<file path="config.mk">
export PLATFORM = sky130hd
export DESIGN_NAME = md_frame_parser
export DESIGN_NICKNAME = d
export VERILOG_FILES = /design/src/rtl/md_pkg.sv /design/src/rtl/md_sat_counter.sv /design/src/rtl/md_frame_parser.sv
export SDC_FILE = /design/constraint.sdc
export NUM_CORES = 1
export LEC_CHECK = 0
export CAP_MARGIN = 20
export CELL_PAD_IN_SITES_DETAIL_PLACEMENT = 0
export CELL_PAD_IN_SITES_GLOBAL_PLACEMENT = 1
export CORE_MARGIN = 5
export CORE_UTILIZATION = 40
export DETAILED_ROUTE_END_ITERATION = 6
export GPL_ROUTABILITY_DRIVEN = 0
export HOLD_SLACK_MARGIN = 0.15
export PLACE_DENSITY_LB_ADDON = 0.08
export SLEW_MARGIN = 20
export SYNTH_ARGS = -nofsm -noshare
export SYNTH_HDL_FRONTEND = slang
export SYNTH_HIERARCHICAL = 1
export SYNTH_SLANG_ARGS = --single-unit
</file>
<file path="constraint.sdc">
create_clock -name clk -period 9.58 [get_ports clk]
set_clock_uncertainty 0.15 [all_clocks]
set_input_delay 1.437 -clock clk [delete_from_list [all_inputs] [get_ports clk]]
set_output_delay 1.437 -clock clk [all_outputs]
set_load 0.01 [all_outputs]
</file>
<file path="src/rtl/md_pkg.sv">
// Shared constants and FSM encoding for the market-data frame parser.
package md_pkg;

  localparam logic [7:0] SOF_DEFAULT   = 8'hA5;
  localparam int         PAYLOAD_BYTES = 16;
  localparam int         LAST_IDX      = PAYLOAD_BYTES - 1;

  // Field slots in the payload, in wire order.
  localparam logic [1:0] BUYP  = 2'd0;
  localparam logic [1:0] SELLP = 2'd1;
  localparam logic [1:0] BUYV  = 2'd2;
  localparam logic [1:0] SELLV = 2'd3;

  typedef enum logic [1:0] {
    HUNT    = 2'd0,
    ADDR    = 2'd1,
    PAYLOAD = 2'd2,
    CKSUM   = 2'd3
  } md_state_e;

endpackage

</file>
<file path="src/rtl/md_sat_counter.sv">
// Saturating up-counter used for the parser's drop statistics.
module md_sat_counter #(
  parameter int WIDTH = 16
) (
  input  logic             clk,
  input  logic             reset,
  input  logic             inc,
  output logic [WIDTH-1:0] count
);

  // NOTE: sequential state is written with non-blocking assignments only, so every
  // register samples the pre-edge values of its neighbours regardless of block order.
  always_ff @(posedge clk or posedge reset) begin
    if (reset)                     count <= '0;
    else if (inc && (count != '1)) count <= count + 1'b1;
  end

endmodule

</file>
<file path="src/rtl/md_frame_parser.sv">
// Quote-frame parser: hunts SOF, reassembles big-endian fields, commits good frames.
// Build option: define MD_CHECKSUM_EN for 19-byte frames with a trailing XOR checksum.
module md_frame_parser
  import md_pkg::*;
#(
  parameter logic [7:0] SOF_BYTE    = SOF_DEFAULT,
  parameter int         TIMEOUT_CYC = 64,
  parameter int         ERR_CNT_W   = 16
) (
  input  logic                 clk,
  input  logic                 reset,
  input  logic [7:0]           in_byte,
  input  logic                 in_valid,
  output logic [7:0]           addr0,
  output logic [31:0]          rx_buyprice0,
  output logic [31:0]          rx_sellprice0,
  output logic [31:0]          rx_buyvol0,
  output logic [31:0]          rx_sellvol0,
  output logic                 rx_dv0,
  output logic                 busy,
  output logic [ERR_CNT_W-1:0] err_cksum_cnt,
  output logic [ERR_CNT_W-1:0] err_timeout_cnt
);

  localparam int IDLE_W = $clog2(TIMEOUT_CYC + 1);

  md_state_e         state, state_nxt;
  logic [3:0]        byte_idx;
  logic [7:0]        addr_sh;
  logic [3:0][31:0]  field_sh;
  logic [IDLE_W-1:0] idle_cnt;
  logic              timeout_hit;
  logic              commit;
  logic [31:0]       sellvol_final;

  assign busy        = (state != HUNT);
  assign timeout_hit = busy && !in_valid && (idle_cnt == IDLE_W'(TIMEOUT_CYC - 1));

`ifdef MD_CHECKSUM_EN
  logic [7:0] ck;
  logic       cksum_fail;

  assign commit        = (state == CKSUM) && in_valid && (in_byte == ck);
  assign cksum_fail    = (state == CKSUM) && in_valid && (in_byte != ck);
  assign sellvol_final = field_sh[SELLV];
`else
  // Without a checksum the last payload byte commits directly, so merge it on the fly.
  assign commit        = (state == PAYLOAD) && in_valid && (byte_idx == 4'(LAST_IDX));
  assign sellvol_final = {field_sh[SELLV][23:0], in_byte};
`endif

  always_ff @(posedge clk or posedge reset) begin
    if (reset) state <= HUNT;
    else       state <= state_nxt;
  end

  // NOTE: state_nxt gets its default before any branch so no path leaves it unassigned
  // and no latch is inferred.
  always_comb begin
    state_nxt = state;
    if (timeout_hit) begin
      state_nxt = HUNT;
    end else if (in_valid) begin
      case (state)
        HUNT:    if (in_byte == SOF_BYTE) state_nxt = ADDR;
        ADDR:    state_nxt = PAYLOAD;
        PAYLOAD: begin
          if (byte_idx == 4'(LAST_IDX)) begin
`ifdef MD_CHECKSUM_EN
            state_nxt = CKSUM;
`else
            state_nxt = HUNT;
`endif
          end
        end
        default: state_nxt = HUNT;
      endcase
    end
  end

  // NOTE: the shadow registers are reset along with everything else so a frame torn
  // by reset can never leak stale bytes into a later commit.
  always_ff @(posedge clk or posedge reset) begin
    if (reset) begin
      byte_idx      <= '0;
      addr_sh       <= '0;
      field_sh      <= '0;
      idle_cnt      <= '0;
      addr0         <= '0;
      rx_buyprice0  <= '0;
      rx_sellprice0 <= '0;
      rx_buyvol0    <= '0;
      rx_sellvol0   <= '0;
      rx_dv0        <= 1'b0;
`ifdef MD_CHECKSUM_EN
      ck            <= '0;
`endif
    end else begin
      rx_dv0 <= commit;

      if (in_valid || !busy || timeout_hit) idle_cnt <= '0;
      else                                  idle_cnt <= idle_cnt + 1'b1;

      if (in_valid) begin
        case (state)
          ADDR: begin
            addr_sh  <= in_byte;
            byte_idx <= '0;
`ifdef MD_CHECKSUM_EN
            ck       <= in_byte;
`endif
          end
          PAYLOAD: begin
            field_sh[byte_idx[3:2]] <= {field_sh[byte_idx[3:2]][23:0], in_byte};
            byte_idx                <= byte_idx + 4'd1;
`ifdef MD_CHECKSUM_EN
            ck                      <= ck ^ in_byte;
`endif
          end
          default: ;
        endcase
      end

      if (commit) begin
        addr0         <= addr_sh;
        rx_buyprice0  <= field_sh[BUYP];
        rx_sellprice0 <= field_sh[SELLP];
        rx_buyvol0    <= field_sh[BUYV];
        rx_sellvol0   <= sellvol_final;
      end
    end
  end

  md_sat_counter #(.WIDTH(ERR_CNT_W)) u_timeout_cnt (
    .clk   (clk),
    .reset (reset),
    .inc   (timeout_hit),
    .count (err_timeout_cnt)
  );

`ifdef MD_CHECKSUM_EN
  md_sat_counter #(.WIDTH(ERR_CNT_W)) u_cksum_cnt (
    .clk   (clk),
    .reset (reset),
    .inc   (cksum_fail),
    .count (err_cksum_cnt)
  );
`else
  assign err_cksum_cnt = '0;
`endif

endmodule

</file>
==> results of run 1 <==
[synth_stat cells (2+ instances only)]
library cell	number
buf_4	25
a21oi_1	2
and4_1	3
xnor2_1	13
ha_1	7
dfrtp_1	294
nand2_2	3
buf_2	5
xor2_1	2
mux2_2	252
nand4_1	5
inv_1	8
mux2_1	14
nand4_4	2
o21ai_0	6
nand3_1	14
mux2i_1	3
buf_6	16
nor3_1	2
or4bb_1	2
nand2_1	13
nor2_1	11
and3_1	6
[worst paths after layout]
check | endpoint | cells after the start | from
max | rx_sellprice0[9] | 5 | in_valid
min | idle_cnt[0] | 1 | idle_cnt[0]
max reg2reg | rx_sellprice0[9] | 6 | state[0]
min reg2reg | idle_cnt[0] | 1 | idle_cnt[0]
max in group asynchronous | idle_cnt[1] | 3 | reset
min in group asynchronous | u_timeout_cnt/count[10] | 2 | reset
[metrics by stage]
step	area, µm²	std cells	hold slack, ns	setup WS (ns)
6_report	14600	1307	0.323	5.28
5_1_grt	14600	1307	0.360	5.11
4_1_cts	14500	1307	0.324	5.32
3_5_place_dp	13400	1248	0.317	4.79
3_3_place_gp	13400	1248	0.297	4.84
2_1_floorplan	11600	741	0.283	0.328
[layout by cell type, fill, tap and decap left out, types with 2 or more instances in the layout]
cell type / Yosys / layout
nand4_4: 2 / 2
and3_1: 6 / 6
xor2_1: 2 / 2
and4_1: 3 / 3
ha_1: 7 / 7
clkbuf_1: 0 / 9
clkdlybuf4s50_1: 0 / 164
nand2_2: 3 / 3
nand2_1: 13 / 13
clkbuf_16: 0 / 37
or4bb_1: 2 / 2
nand3_1: 14 / 14
inv_1: 8 / 7
nand4_1: 5 / 5
buf_4: 25 / 4
mux2i_1: 3 / 3
conb_1: 1 / 16
dfrtp_1: 294 / 294
a21oi_1: 2 / 2
clkbuf_8: 0 / 9
xnor2_1: 13 / 13
o21ai_0: 6 / 6
nor3_1: 2 / 2
nor2_1: 11 / 11
mux2_1: 14 / 14
mux2_2: 252 / 252
clkinv_2: 0 / 3
[layout make-up]
| class | count | area [µm²] | share of cell area [%] |
|---|---|---|---|
| timing repair buffer | 169 | 1690 | 11.6 |
| clock buffer | 55 | 1080 | 7.45 |
| clock inverter | 4 | 45.0 | 0.310 |
| tap | 384 | 480 | 3.30 |
| sequential | 294 | 7360 | 50.6 |
| multi-input combinational | 393 | 3850 | 26.5 |
| inverter | 8 | 37.5 | 0.258 |
[metal layers]
layer	global-route usage [%]	share of wire, %
met4	3.63	1.2
met2	22.4	46
met1	20.5	47
met3	4.26	5.7
met5	0	0
[registers in the layout, summed over array words and instances, names as in the netlist]
| register | cells |
|---|---|
| field_sh | 120 |
| rx_buyprice0 | 32 |
| rx_buyvol0 | 32 |
| rx_sellprice0 | 32 |
| rx_sellvol0 | 32 |
| u_timeout_cnt/count | 16 |
| addr0 | 8 |
| addr_sh | 8 |
| idle_cnt | 7 |
| byte_idx | 4 |
| state | 2 |
| rx_dv0 | 1 |
[critical path, stage by stage]
cell and delay, ns:
clkdlybuf4s50_1 0.77, nand4_4 0.48, nor2_4 0.49, buf_4 0.83, mux2_2 0.43
[kinds of logic after synthesis]
group / count (synthesis) / share of synthesized area [%]
AND/OR/NAND/NOR: 73 / 4.00
AO/OA/AOI/OAI: 13 / 0.660
multiplexers: 269 / 26.2
adder cells (fa/ha/maj): 7 / 0.757
flip-flops: 294 / 63.6
buffers and inverters: 54 / 3.66
XOR/XNOR: 15 / 1.14
other: 1 / 0.0324
[power groups by stage]
stage / Clock [mW] / Combinational, mW / Sequential [mW]
global route: 1.37 / 0.255 / 1.41
finish: 1.27 / 0.222 / 1.40
floorplan: 0 / 0.184 / 1.40
CTS: 1.31 / 0.227 / 1.40
global placement: 0 / 0.216 / 1.42
detailed placement: 0 / 0.226 / 1.42
==> results.cfg, run 1 <==
[routing]
wl_per_cell_um = 17.9
drc = 0
drt_wl_total_um = 23400
drt-pass1-iter-count = 4
antenna_left = 0
drt-initial-drc-count = 273
viasPerCell = 4.82
dr_total_vias = 6294

[worst_setup_path]
worst_setup_path_end_kind = flop
crit_required_ns = 9.80
cp_max_fo = 76
critPathKind = primary input to flop
worstPathArrival_ns = 4.52
reg2reg_setup_slack_ns = 6.18
cp-start-kind = primary input

[grt]
overflow = 0
grt_pass1_vias = 6849
antenna_found_initial = 1
grt_usage_pct = 14.5
grt_pass1_wl_um = 38800
grt_max_degree = 155

[pwr]
power_frac_clock_pct = 43.8
cellLeakagePower_nw = 7.02
power_density_mw_per_mm2 = 199
seqPwrFrac_pct = 48.5
p_comb_share_pct = 7.7
p_sw_share_pct = 22.2
total_power_mw = 2.89
worst_ir_drop_vdd_mv = 0.115
p_sw_mw = 0.643
p_int_mw = 2.25

[logic_synthesis]
synthArstFlopShare_pct = 100
syn_area_per_cell_um2 = 15.9
synthFlopType = dfrtp_1
synth_area_leaders = dfrtp_1, mux2_2, buf_4
netlist.area_leader.share_pct = 63.6
synth_area_mm2 = 0.0116
synth_area_leader_cell = dfrtp_1
synth.distinct_cells = 41
synth_warnings = 6
synth-seq-cells = 294
synth_edf_count = 0
yosysSeqAreaShare_pct = 63.6
syn_inst = 726

[clock_network]
clk_path_buf_depth = 3
cts-htree-levels = 2
cts-root-buf = clkbuf_16
cts-resized-gates = 0
cts-buffers-inserted = 34
postCtsSetupBuffers = 0
cts_tree = built
clock_latency_ns = 0.49
hold_buffers = 0
cts.clk_slew.worst_paths_ns = 0.05
clock_sinks = 294

[flow_run]
cap_violations = 0

[place]
place_hpwl_um = 15100
numPortBuffers = 164

[floorplan]
initial_core_util_pct = 40.4
rows = 62
die_w_um = 180
core_area_mm2 = 0.0286
die_area_mm2 = 0.0324
io_pins = 181
die-height_um = 180

[timing]
max_freq_ghz = 0.233
tns_ns = 0
finalMaxSlewViolations = 0
hold_violations = 0
rsz0062_at_grt = no
relSlewSlack_pct = 31.8
period_share_pct = 44.8
worst_pin_slew_ns = 1.02
setup_viol = 0
layout_min_cycle_time_ns = 4.30

[min_path]
hp-class = flop to flop

[finish]
fin_util_pct = 50.8
num-fill-cells = 2451
drive_gt1_share_pct = 34.7
area_growth_pct = 25.8
nNetsFinal = 918
diodes = 0

[status]
status = complete, no violations
(Power assumes the default switching activity.)
==> run 2, diff against run 1 <==
- CORE_UTILIZATION: 40 -> 45
- clock period: 9.58 -> 4.2 ns (I/O delays scaled with it)
==> run 2 against run 1 <==
Net effect: combinational power is 130% higher; total power rose by 130%; via count is 0.73% higher; critical endpoint is now rx_buyprice0[31]; largest cell class unchanged.
==> results.cfg, run 2 (synthesis gave the netlist of run 1 again) <==
[status]
status = complete, no violations

[pwr]
p_int_mw = 5.05
p_comb_share_pct = 7.9
p_sw_mw = 1.46
worst_ir_drop_vdd_mv = 0.350
seqPwrFrac_pct = 49.1
p_sw_share_pct = 22.4
power_frac_clock_pct = 43.0
cellLeakagePower_nw = 7.02
power_density_mw_per_mm2 = 448

[min_path]
hp-class = flop to flop

[timing]
finalMaxSlewViolations = 0
period_share_pct = 70.0
worst_pin_slew_ns = 0.980
layout_min_cycle_time_ns = 2.94
hold_violations = 0
relSlewSlack_pct = 34.5
max_freq_ghz = 0.340
setup_viol = 0
rsz0062_at_grt = no

[worst_setup_path]
cp-start-kind = primary input
cp_max_fo = 51
critPathKind = primary input to flop
worst_setup_path_end_kind = flop
worstPathArrival_ns = 3.20
crit_required_ns = 4.46

[grt]
overflow = 0
grt_max_degree = 90
grt_pass1_vias = 6994
grt_usage_pct = 15.7
antenna_found_initial = 2
grt_pass1_wl_um = 37300

[floorplan]
core_area_mm2 = 0.0253
die-height_um = 170
io_pins = 181
initial_core_util_pct = 45.8
rows = 58
die_w_um = 170
die_area_mm2 = 0.0290

[clock_network]
clock_sinks = 294
cts-htree-levels = 1
clock_latency_ns = 0.54
cts.clk_slew.worst_paths_ns = 0.06
postCtsSetupBuffers = 0
cts-resized-gates = 0
cts_tree = built
clk_path_buf_depth = 3
cts-buffers-inserted = 31
hold_buffers = 0
cts-root-buf = clkbuf_16

[finish]
fin_util_pct = 57.5
nNetsFinal = 921
drive_gt1_share_pct = 35.3
final_common_cell = dfrtp_1
final_cells = 1257
diodes = 0
num-fill-cells = 2047
area_growth_pct = 25.5
final_cell_mix = dfrtp_1, mux2_2, clkdlybuf4s50_1
largest_register_ffs = 120
top_register = field_sh

[flow_run]
cap_violations = 0

[routing]
viasPerCell = 5.04
wl_per_cell_um = 18.1
drt-initial-drc-count = 241
drt_wl_total_um = 22800
drt-pass1-iter-count = 4
drc = 0
antenna_left = 0
dr_total_vias = 6340

[place]
place_hpwl_um = 15100
numPortBuffers = 164
dp.cells = 1200
run 2: area by class of cell:
| class | instances | area [µm²] | area share [%] |
|---|---|---|---|
| clock buffers | 44 | 905 | 6.23 |
| inverters | 8 | 33.8 | 0.233 |
| well taps | 330 | 413 | 2.85 |
| flip-flops and latches | 294 | 7360 | 50.7 |
| clock inverters | 13 | 180 | 1.24 |
| multi-input cells | 393 | 3850 | 26.5 |
| repair buffers | 175 | 1770 | 12.2 |
run 2: power by group through the flow:
stage,registers (mW),logic (mW),clock network [mW]
4_1_cts,3.20,0.528,2.90
3_5_place_dp,3.25,0.526,0
5_1_grt,3.22,0.582,3.01
3_3_place_gp,3.23,0.497,0
6_report,3.19,0.514,2.80
2_1_floorplan,3.19,0.419,0
run 2: path summary, 6_finish.rpt:
path | start | to | slack [ns] | cells after the start
setup / recovery | in_valid | rx_buyprice0[31] | 1.26 | 5
hold / removal | idle_cnt[0] | idle_cnt[0] | 0.33 | 1
setup reg to reg | state[0] | rx_buyprice0[31] | 1.29 | 6
hold reg to reg | idle_cnt[0] | idle_cnt[0] | 0.33 | 1
max in group asynchronous | reset | field_sh[72] | 2.43 | 3
min in group asynchronous | reset | u_timeout_cnt/count[4] | 0.41 | 2
run 2: layer usage:
metal	wire [µm]	global-route usage (%)	part of all wire, %	vias up
li1	-	-	-	2881
met1	9910	21.2	43	3275
met2	11300	26.8	50	152
met3	1200	2.88	5.3	32
met4	376	3.65	1.6	0
met5	0	0	0	-
run 2: per-stage QoR:
stage	area (µm²)	setup slack, ns	power (mW)	setup TNS, ns	hold slack [ns]
2_1_floorplan	11600	-0.259	3.61	-72.10	0.283
3_3_place_gp	13400	0.823	3.72	0	0.298
3_5_place_dp	13400	0.714	3.77	0	0.321
4_1_cts	14500	1.27	6.62	0	0.329
5_1_grt	14500	1.08	6.80	0	0.354
6_report	14500	1.26	6.51	0	0.331
run 2: worst max-delay path, cell delays in order:
cell and delay (ns):
clkdlybuf4s50_1 0.77, nand4_4 0.48, nor2_4 0.27, buf_4 0.61, mux2_2 0.41
